===== src/rtl/async_fifo_rptr_ctrl.sv =====
// -----------------------------------------------------------------------------
// async_fifo_rptr_ctrl
//   Read-side pointer controller of a dual-clock FIFO. Brings the write
//   domain's Gray write pointer into clk through a flop chain, converts it to
//   binary, keeps the read pointer (binary for addressing, Gray for the trip
//   back to the write domain) and derives empty / almost_empty / fill level.
//
// Ports
//   clk          in   read-domain clock
//   rst_n        in   asynchronous active-low reset (released synchronously upstream)
//   wptr_gray    in   [ADDR_W:0]   write pointer, Gray, asynchronous to clk
//   rd_req       in   consumer read request
//   rd_ack       out  read accepted this cycle (rd_req & ~empty), combinational
//   rd_addr      out  [ADDR_W-1:0] RAM read address
//   rptr_gray    out  [ADDR_W:0]   registered Gray read pointer
//   empty        out  registered FIFO empty flag
//   almost_empty out  registered, rd_level <= AE_THRESH
//   rd_level     out  [ADDR_W:0]   registered number of readable entries
// -----------------------------------------------------------------------------
module async_fifo_rptr_ctrl #(
  parameter int ADDR_W      = 4,
  parameter int SYNC_STAGES = 2,
  parameter int AE_THRESH   = 1
) (
  input  logic              clk,
  input  logic              rst_n,
  input  logic [ADDR_W:0]   wptr_gray,
  input  logic              rd_req,
  output logic              rd_ack,
  output logic [ADDR_W-1:0] rd_addr,
  output logic [ADDR_W:0]   rptr_gray,
  output logic              empty,
  output logic              almost_empty,
  output logic [ADDR_W:0]   rd_level
);

  localparam int PTR_W = ADDR_W + 1;

  // Write-pointer synchroniser chain; only the last stage is used.
  logic [PTR_W-1:0] sync_reg [SYNC_STAGES];
  logic [PTR_W-1:0] wsync;
  logic [PTR_W-1:0] wbin;

  logic [PTR_W-1:0] rptr_bin_reg;
  logic [PTR_W-1:0] rptr_bin_next;
  logic [PTR_W-1:0] rptr_gray_reg;
  logic [PTR_W-1:0] rptr_gray_next;
  logic [PTR_W-1:0] level_reg;
  logic [PTR_W-1:0] level_next;
  logic             empty_reg;
  logic             empty_next;
  logic             ae_reg;
  logic             ae_next;

  always_ff @(posedge clk or negedge rst_n) begin
    if (!rst_n) begin
      for (int i = 0; i < SYNC_STAGES; i++) begin
        sync_reg[i] <= '0;
      end
    end else begin
      sync_reg[0] <= wptr_gray;
      for (int i = 1; i < SYNC_STAGES; i++) begin
        sync_reg[i] <= sync_reg[i-1];
      end
    end
  end

  assign wsync = sync_reg[SYNC_STAGES-1];

  // Gray -> binary: each binary bit is the XOR of all Gray bits at or above it.
  genvar gi;
  generate
    for (gi = 0; gi < PTR_W; gi++) begin : g_gray2bin
      assign wbin[gi] = ^(wsync >> gi);
    end
  endgenerate

  // A read is only accepted against the registered empty flag, so a held
  // rd_req can never step the pointer past the last synchronised entry.
  assign rd_ack = rd_req & ~empty_reg;

  always_comb begin
    rptr_bin_next  = rptr_bin_reg + {{ADDR_W{1'b0}}, rd_ack};
    rptr_gray_next = rptr_bin_next ^ (rptr_bin_next >> 1);
    // Raw modulo difference; a well-behaved writer keeps it <= 2**ADDR_W.
    level_next     = wbin - rptr_bin_next;
    // Comparing Gray codes directly keeps empty off the conversion path.
    empty_next     = (rptr_gray_next == wsync);
    ae_next        = (level_next <= PTR_W'(AE_THRESH));
  end

  always_ff @(posedge clk or negedge rst_n) begin
    if (!rst_n) begin
      rptr_bin_reg  <= '0;
      rptr_gray_reg <= '0;
      level_reg     <= '0;
      empty_reg     <= 1'b1;
      ae_reg        <= 1'b1;
    end else begin
      rptr_bin_reg  <= rptr_bin_next;
      rptr_gray_reg <= rptr_gray_next;
      level_reg     <= level_next;
      empty_reg     <= empty_next;
      ae_reg        <= ae_next;
    end
  end

  assign rd_addr      = rptr_bin_reg[ADDR_W-1:0];
  assign rptr_gray    = rptr_gray_reg;
  assign empty        = empty_reg;
  assign almost_empty = ae_reg;
  assign rd_level     = level_reg;

endmodule


===== config.mk =====
export PLATFORM = sky130hd
export DESIGN_NAME = async_fifo_rptr_ctrl
export DESIGN_NICKNAME = d
export VERILOG_FILES = /design/src/rtl/async_fifo_rptr_ctrl.sv
export SDC_FILE = /design/constraint.sdc
export NUM_CORES = 1
export LEC_CHECK = 0
export CAP_MARGIN = 0
export CORE_MARGIN = 3
export CORE_UTILIZATION = 59
export DETAILED_ROUTE_END_ITERATION = 10
export DONT_BUFFER_PORTS = 1
export PLACE_DENSITY = 0.75
export SYNTH_ARGS = -nofsm -noshare
export SYNTH_HDL_FRONTEND = slang
export SYNTH_SLANG_ARGS = --single-unit

===== constraint.sdc =====
create_clock -name clk -period 2.95 [get_ports clk]
set_clock_uncertainty 0.05 [all_clocks]
set_input_delay 0.295 -clock clk [delete_from_list [all_inputs] [get_ports clk]]
set_output_delay 0.295 -clock clk [all_outputs]
set_load 0.01 [all_outputs]

Yosys cells after proc, flatten, opt, wreduce, memory -nomap -nowiden. Index checks and enable logic that the tools add are counted.

Register bits: 27. Input port bits: 8. Logic and storage cells: 19.

Reductions and logical operators: 5. Bitwise gates (word level): 3. Eq/ne operators: 1. $add $sub $neg: 2. $lt $le $gt $ge: 1.

Operators with widths (count): 5-bit parity (5); 5-bit by 1-bit adder with 5-bit output (1); 5-bit == test (1); 5-bit by 1-bit <= comparator with 1-bit output (second input constant) (1); 5-bit subtractor (1); 5-bit by 4-bit bitwise XOR with 5-bit output (1); 1-bit AND (1); 1-bit inverter (1).

Longest topological paths before layout. Gate-level depths: netlist of run 1.

Depth after elaboration: 5. Mapped depth: 11. Depth with buffers taken out: 11.

Worst setup path before layout of run 1. Ideal clock, no wire load.

Kind: register to register. Start: register empty_reg, in the netlist empty. End: register level_reg[4], in the netlist rd_level[4]. Setup time: 0.124 ns. Period minus slack after synthesis: 2.690 ns. Data required time: 2.776 ns. Path buffers: 0. Arrival: 2.516 ns. Slack: 0.260 ns. Stages on the path, launching flop included: 11. Cells stage by stage: dfstp_2 -> nor2b_1 -> ha_1 -> ha_1 -> xor2_1 -> inv_1 -> ha_1 -> inv_1 -> o31a_1 -> o211a_1 -> or2_1.

Cells in the longest elaborated chain, start to end: 4.

RTL lines: start: declaration (line 50) `logic empty_reg;`; start signal: assignment (line 103) `empty_reg <= empty_next;`; 1-bit inverter (line 80) `assign rd_ack = rd_req & ~empty_reg;`; 1-bit AND (line 80); 5-bit by 1-bit adder with 5-bit output (line 83) `rptr_bin_next = rptr_bin_reg + {{ADDR_W{1'b0}}, rd_ack};`; net rptr_bin_next[2] (line 45) `logic [PTR_W-1:0] rptr_bin_next;`; 5-bit subtractor (line 86) `level_next = wbin - rptr_bin_next;`; net level_next[4] (line 49) `logic [PTR_W-1:0] level_next;`; end signal: assignment (line 102) `level_reg <= level_next;`; end: declaration (line 48) `logic [PTR_W-1:0] level_reg;`.

The timed path passes the listed nets, and every way through them passes these cells.

Worst setup path after layout of run 1.
Start: register empty_reg, in the netlist empty. End: register ae_reg, in the netlist almost_empty.

Cells in the longest elaborated chain, start to end: 5.

RTL lines: 1-bit inverter (line 80); 1-bit AND (line 80); 5-bit by 1-bit adder with 5-bit output (line 83); net rptr_bin_next[2] (line 45); 5-bit subtractor (line 86); 5-bit by 1-bit <= comparator with 1-bit output (line 89) `ae_next = (level_next <= PTR_W'(AE_THRESH));`; net ae_next (line 53) `logic ae_next;`; end signal: assignment (line 104) `ae_reg <= ae_next;`; end: declaration (line 52) `logic ae_reg;`.

The timed path passes the listed nets, and every way through them passes these cells.

==> results of run 1 <==
[through the flow]
stage	cell area, um2	util (%)	instances	worst slack [ns]	hold slack, ns
after floorplan	1110	-	86	0.260	-0.0506
after global placement	1140	65.3	111	0.342	-0.0500
after detailed placement	1140	65.3	111	0.318	-0.0500
after CTS	1240	71.2	121	0.274	0.316
after global routing	1240	71.2	121	0.0882	0.325
final	1240	71.2	121	0.287	0.316
[power groups by stage]
stage	combinational (W)	sequential [W]	clock, W
2_1_floorplan	0.000586	0.000601	0
3_5_place_dp	0.000716	0.000619	0
5_1_grt	0.000830	0.000623	0.000161
3_3_place_gp	0.000694	0.000615	0
4_1_cts	0.000737	0.000611	0.000148
6_report	0.000733	0.000608	0.000143
[layer usage]
metal / track usage [%] / vias up / part of all wire (%)
li1: - / 302 / -
met1: 20.5 / 299 / 43
met2: 27.0 / 26 / 49
met3: 4.59 / 5 / 6.0
met4: 9.95 / 0 / 2.5
met5: 0 / - / 0
[worst max-delay path, stage by stage (launching register included)]
cell	delay (ns)
dfstp_2	0.59
nor2b_1	0.06
ha_1	0.19
ha_1	0.21
xor2_1	0.21
inv_1	0.06
ha_1	0.38
inv_1	0.08
o31a_1	0.28
o211a_1	0.23
nor4_2	0.24
[cell type report]
| type | count | area (um2) | area share, % |
|---|---|---|---|
| clock buffer | 3 | 22.5 | 1.81 |
| inverter | 7 | 26.3 | 2.11 |
| multi-input combinational | 52 | 422 | 33.9 |
| timing repair buffer | 8 | 87.6 | 7.05 |
| tap | 25 | 31.3 | 2.52 |
| sequential | 26 | 653 | 52.6 |
[what timing repair did]
| action | 4_1_cts | 5_1_grt |
|---|---|---|
| endpoints found under the hold margin | 31 | 0 |
| endpoints found under the setup margin | 0 | 0 |
| hold buffers | 7 | 0 |
[layout by cell type, fill, tap and decap left out]
master | netlist | layout
dfrtp_1 | 24 | 24
xnor2_1 | 11 | 11
xor2_1 | 10 | 10
inv_1 | 7 | 7
dlygate4sd3_1 | 0 | 6
ha_1 | 5 | 5
nand3_1 | 3 | 3
nand2_1 | 3 | 3
nor3_1 | 3 | 3
clkbuf_4 | 0 | 3
nor2b_1 | 2 | 2
nor2_1 | 2 | 2
o21ai_0 | 2 | 2
and3_1 | 2 | 2
dfstp_2 | 2 | 2
xor2_2 | 1 | 1
a21oi_1 | 1 | 1
a311oi_1 | 1 | 1
o31a_1 | 1 | 1
o211a_1 | 1 | 1
or2_1 | 1 | 1
a311oi_2 | 1 | 1
a31o_2 | 1 | 1
nor4_2 | 1 | 1
buf_12 | 0 | 1
buf_4 | 0 | 1
[cell families (layout without fill, tap and decap cells)]
| family | after synthesis | in the layout |
|---|---|---|
| AO/OA/AOI/OAI | 8 | 8 |
| XOR/XNOR | 22 | 22 |
| AND/OR/NAND/NOR | 17 | 17 |
| flip-flops | 26 | 26 |
| buffers and inverters | 8 | 18 |
| adder cells (fa/ha/maj) | 5 | 5 |
[worst max path at each step]
| stage | startpoint | slack (ns) | endpoint | cells after the start |
|---|---|---|---|---|
| after global placement | empty | 0.34 | almost_empty | 10 |
| after CTS | empty | 0.27 | almost_empty | 10 |
| after global routing | empty | 0.09 | almost_empty | 11 |
| after detailed placement | empty | 0.32 | almost_empty | 10 |
| final | empty | 0.29 | almost_empty | 10 |
| after floorplan | empty | 0.26 | rd_level[4] | 10 |
==> summary.md, run 1 <==
| Metric | Value |
|---|---|
| Outcome | finished clean |
| Initial Util | 63.4% |
| DP Wirelength | approximately 1.2 mm |
| Antenna Cells | 0 |
| Ports | 25 |
| DIE HEIGHT | 49.3 um |
| Worst slew margin | roughly three fifths |
| Port bufs | 0 |
| Max_cap viols | 0 |
| Die area | ~0.0024 mm2 |
| FMAX | between 0.3 and 0.4 GHz |
| Flop pwr share | 41.0% |
| RSZ-0062 raised after global routing | no |
| Longest Clk Path Bufs | 2 |
| Post-synth top flop | dfrtp_1 |
| Vias in the first global route | 678 |
| Count of final setup violators | 0 |
| Global-route usage over all layers | 17.0% |
| #FFs+latches synth | 26 |
| R2R Path Start | empty |
| Area grow syn2layout | 12.3% |
| Largest net degree at the start of global routing | 27 |
| WHS Path Cells | 0 |
| Clock tree sinks | 26 |
| # rows | 15 |
| Post-Route WL | around 1.6 mm |
| Mapped Avg Cell Area | 12.9 um2 |
| Flop2flop setup slack | 0.29 ns |
| Simple-gate share of the synthesized area | under 10% |
| Clk Latency, worst-skew pair | ~0.31 ns |
| Top-count cell post-synth | dfrtp_1 |
| Max-slew violations | 0 |
| CTS tree | built |
| Remaining Overflow, GRT | 0 |
| Synth area leaders | dfrtp_1 54%, xnor2_1 8.7%, xor2_1 7.9% |
| RD Place Congestion | 0.742 |
| Leak | 0.554 nW |
| Hold Crit Class | reg -> reg |
| Post-CTS setup buffers | 0 |
| Crit. End Element | flip-flop |
| Register area share after synthesis | 59.0% |
| Core area | approximately 0.0017 mm2 |
| Startpoint types | flip-flop |
| Via density | 5.22 |
| Worst path required time | 3.14 ns |
| Post-Synth XOR/XNOR Area | 18.1% |
| Via count | 632 |
| Unique cell type count in the Yosys netlist | 23 |
| DRT iter0 DRCs | 17 |
| Max IR drop VDD | 0.000527 V |
| Crit share post-route | 90.3% |
| Adder-Cell Fraction of Synth Area | 5.66% |
| DR pass1 iterations | 3 |
| Fillers | 129 |
| P_sw | 0.000626 W |
| Final hold vios | 0 |
| Power Dens Cells | 1190 mW/mm2 |
| Post-synth EDFFs | 0 |
| Final ANT Viol Nets | 0 |
| Post-layout minimum cycle time | approximately 2.7 ns |
| Complex-gate fraction of the synthesized area | 6.00% |
| RR Endpoint | almost_empty |
| Pint | 0.000858 W |
| Total Power | 0.00148 W |
| Residual DRC | 0 |
| Initial antenna violation count | 0 |
| TritonCTS buffer count | 3 |
| Worst EP arrival | 2.85 ns |
| Clock Power Share | 9.6% |
| Clock root buffer | clkbuf_4 |
| Share of post-route cells with drive strength above 1 | between 10 and 15% |
| Setup CP Type | reg -> reg |
| Proportion of synthesized area in mux cells | 0% |
| Reg2reg path depth | 10 |
| Cell count after synthesis | between 80 and 90 |
| H-tree Lvls | 1 |
| Largest family of logic cells by synthesized area | XOR/XNOR gates |
| Clock slew at reported path FFs | 0.12 ns |
| Nets | 111 |
| Crit path max fanout | 6 |
| Die Width | 49.3 um |
| Ys async rst share | 100% |
| Yosys top cell area share | between 50% and 60% |
| Post-cts sizing count | 0 |
| Syn Nets | 99 |
| Area leader, netlist | dfrtp_1 |
| Post-Synthesis Cell Area | about 0.0011 mm2 |
| Fin Setup TNS | 0 ns |
| Logic pwr share | around half |
| Global-route wire length before repair | 3.02 mm |
| Worst Hold Path EP | wsync[1] |
| Warnings from Yosys | 0 |
| Worst slew pin tran | roughly 0.59 ns |
| Min-delay src | sync_reg[6] |
| Switching power share of the total | a little over two fifths |
| Avg WL per Cell | 13.6 um |
| Most frequent cells after synthesis | 24 x dfrtp_1, 11 x xnor2_1, 10 x xor2_1 |
No activity file was read; power rests on OpenSTA's default activity.
==> inputs of run 2 (changes only) <==
--- a/config.mk
+++ b/config.mk
@@ -8,9 +8,11 @@
 export CAP_MARGIN = 0
 export CORE_MARGIN = 3
 export CORE_UTILIZATION = 59
+export CTS_CLUSTER_SIZE = 10
 export DETAILED_ROUTE_END_ITERATION = 10
 export DONT_BUFFER_PORTS = 1
 export PLACE_DENSITY = 0.75
 export SYNTH_ARGS = -nofsm -noshare
 export SYNTH_HDL_FRONTEND = slang
 export SYNTH_SLANG_ARGS = --single-unit
+export TNS_END_PERCENT = 20
==> results of run 2 <==
Final layout, timing and power as in run 1 (identical DEF).
==> inputs of run 3 (changes only) <==
--- a/config.mk
+++ b/config.mk
@@ -6,7 +6,6 @@
 export NUM_CORES = 1
 export LEC_CHECK = 0
 export CAP_MARGIN = 0
-export CORE_MARGIN = 3
 export CORE_UTILIZATION = 59
 export CTS_CLUSTER_SIZE = 10
 export DETAILED_ROUTE_END_ITERATION = 10
==> summary.md, run 3 (synthesis results as in run 1) <==
| Metric | Value |
|---|---|
| Global-route usage over all layers | 17.5% (was 17.0%) |
| TritonCTS buffer count | 3 (unchanged) |
| DR pass1 iterations | 4 (was 3) |
| Largest net degree at the start of global routing | 27 (unchanged) |
| Initial Util | 63.4% (unchanged) |
| R2R Path Start | empty (unchanged) |
| Final hold vios | 0 (unchanged) |
| Max-slew violations | 0 (unchanged) |
| Hold Crit Class | reg -> reg (unchanged) |
| M1 WL | 691 um (was 700 um) |
| DRT iter0 DRCs | 6 (was 17) |
| Final ANT Viol Nets | 0 (unchanged) |
| CTS tree | built (unchanged) |
| Via density | 5.39 (was 5.22) |
| Fin Setup TNS | 0 ns (unchanged) |
| Outcome | finished clean (unchanged) |
| DP Wirelength | 1.13 mm (was 1.21 mm) |
| Antenna Cells | 0 (unchanged) |
| Worst slew margin | 28.7% (was 60.7%) |
| Residual DRC | 0 (unchanged) |
| Levels on crit path | 10 (unchanged) |
| Core area | 0.00175 mm2 (unchanged) |
| Worst path slowest cell | dfstp_2 (unchanged) |
| Nets | 110 (was 111) |
| Post-layout minimum cycle time | 2.73 ns (was 2.66 ns) |
| Die area | 0.00205 mm2 (was 0.00243 mm2) |
| Max_cap viols | 0 (unchanged) |
| RSZ-0062 raised after global routing | no (unchanged) |
| Crit. End Element | flip-flop (unchanged) |
| CP Cell Sequence | nor2b_1, ha_1, ha_1, xor2_1, inv_1, ha_1, inv_1, o31a_1, o211a_1, nor4_2 (unchanged) |
| Wire length on met2 | 786 um (was 799 um) |
| RD Place Congestion | 0.818 (was 0.742) |
| Die Width | 45.3 um (was 49.3 um) |
| Layout Utilization | 70.8% (was 71.2%) |
| Worst EP arrival | 2.91 ns (was 2.85 ns) |
| Flop2flop setup slack | 0.22 ns (was 0.29 ns) |
| DR WL met3 | 94 um (was 99 um) |
| Setup CP Type | reg -> reg (unchanged) |
| Remaining Overflow, GRT | 0 (unchanged) |
| Count of final setup violators | 0 (unchanged) |
| Ports | 25 (unchanged) |
| Min-delay src | sync_reg[9] (was sync_reg[6]) |
| H-tree Lvls | 1 (unchanged) |
| Via count | 652 (was 632) |
| Most frequent cells in the layout | 24 x dfrtp_1, 11 x xnor2_1, 10 x xor2_1 (unchanged) |
| Vias in the first global route | 654 (was 678) |
| Longest Clk Path Bufs | 2 (unchanged) |
| Clock tree sinks | 26 (unchanged) |
| Port bufs | 0 (unchanged) |
| Crit-path max cell delay | 0.60 ns (was 0.59 ns) |
| Worst Hold Path EP | wsync[4] (was wsync[1]) |
| # rows | 15 (unchanged) |
| Worst path required time | 3.13 ns (was 3.14 ns) |
| RR Endpoint | almost_empty (unchanged) |
| Commonest non-fill, non-tap cell in the layout | dfrtp_1 (unchanged) |
| Crit path max-delay family | adder cells (unchanged) |
| DIE HEIGHT | 45.3 um (was 49.3 um) |
| Reg2reg path depth | 10 (unchanged) |
| WHS Path Cells | 0 (unchanged) |
| Max IR drop VDD | 0.000659 V (was 0.000527 V) |
| Fillers | 140 (was 129) |
| Worst slew pin tran | 1.07 ns (was 0.588 ns) |
| Crit share post-route | 92.6% (was 90.3%) |
| Highest routed layer | met4 (unchanged) |
| Avg WL per Cell | 13.3 um (was 13.6 um) |
| Clock root buffer | clkbuf_4 (unchanged) |
| Leak | 0.552 nW (was 0.554 nW) |
| Power Dens Cells | 1220 mW/mm2 (was 1190 mW/mm2) |
| FMAX | 0.366 GHz (was 0.375 GHz) |
| Crit path max fanout | 6 (unchanged) |
| Post-cts sizing count | 0 (unchanged) |
| Post-Route WL | 1.61 mm (was 1.64 mm) |
| Initial antenna violation count | 0 (unchanged) |
| Clk Latency, worst-skew pair | 0.31 ns (about the same) |
| Total Power | 0.00151 W (was 0.00148 W) |
| Share of post-route cells with drive strength above 1 | 11.5% (unchanged) |
| Area grow syn2layout | 11.8% (was 12.3%) |
| Global-route wire length before repair | 2.48 mm (was 3.02 mm) |
| Startpoint types | flip-flop (unchanged) |
| Clock slew at reported path FFs | 0.13 ns (was 0.12 ns) |
| Fin Hold WS | 0.313 ns (was 0.316 ns) |
| Most common cell on crit path | ha_1 (unchanged) |
| Bufs and invs on worst path | 2 (unchanged) |
-- run 3: per-stage QoR --
step | area (um2) | setup slack [ns] | cells
2_1_floorplan | 1110 | 0.260 | 86
3_3_place_gp | 1140 | 0.332 | 111
3_5_place_dp | 1140 | 0.253 | 111
4_1_cts | 1240 | 0.189 | 121
5_1_grt | 1240 | 0.0386 | 121
6_report | 1240 | 0.219 | 121
-- run 3: worst max path at each step --
stage,start,to,slack [ns]
global route,empty,almost_empty,0.04
finish,empty,almost_empty,0.22
floorplan,empty,rd_level[4],0.26
CTS,empty,almost_empty,0.19
global placement,empty,rd_level[4],0.33
detailed placement,empty,almost_empty,0.25
-- run 3: timing repair --
| item | 4_1_cts | 5_1_grt |
|---|---|---|
| setup endpoints to repair | 0 | 0 |
| hold endpoints to repair | 31 | 0 |
| buffers inserted | 0 | 0 |
| hold buffers | 6 | 0 |
-- run 3: where the power goes --
group | leakage (nW) | internal [W] | switching [W]
Combinational | 0.230 | 0.000319 | 0.000419
Sequential | 0.302 | 0.000488 | 0.000115
Clock | 0.0210 | 0.0000753 | 0.0000953
-- run 3: layer usage --
layer | vias to the layer above | global-route usage (%)
li1 | 299 | -
met1 | 316 | 18.2
met2 | 31 | 30.4
met3 | 6 | 6.40
met4 | 0 | 9.09
met5 | - | 0
-- run 3: cell type report --
type	instances	area [um2]	area share (%)
Timing Repair Buffer	7	67.6	5.47
Clock buffer	4	36.3	2.94
Tap cell	25	31.3	2.53
Inverter	7	26.3	2.13
Multi-Input combinational cell	52	422	34.1
Sequential cell	26	653	52.8
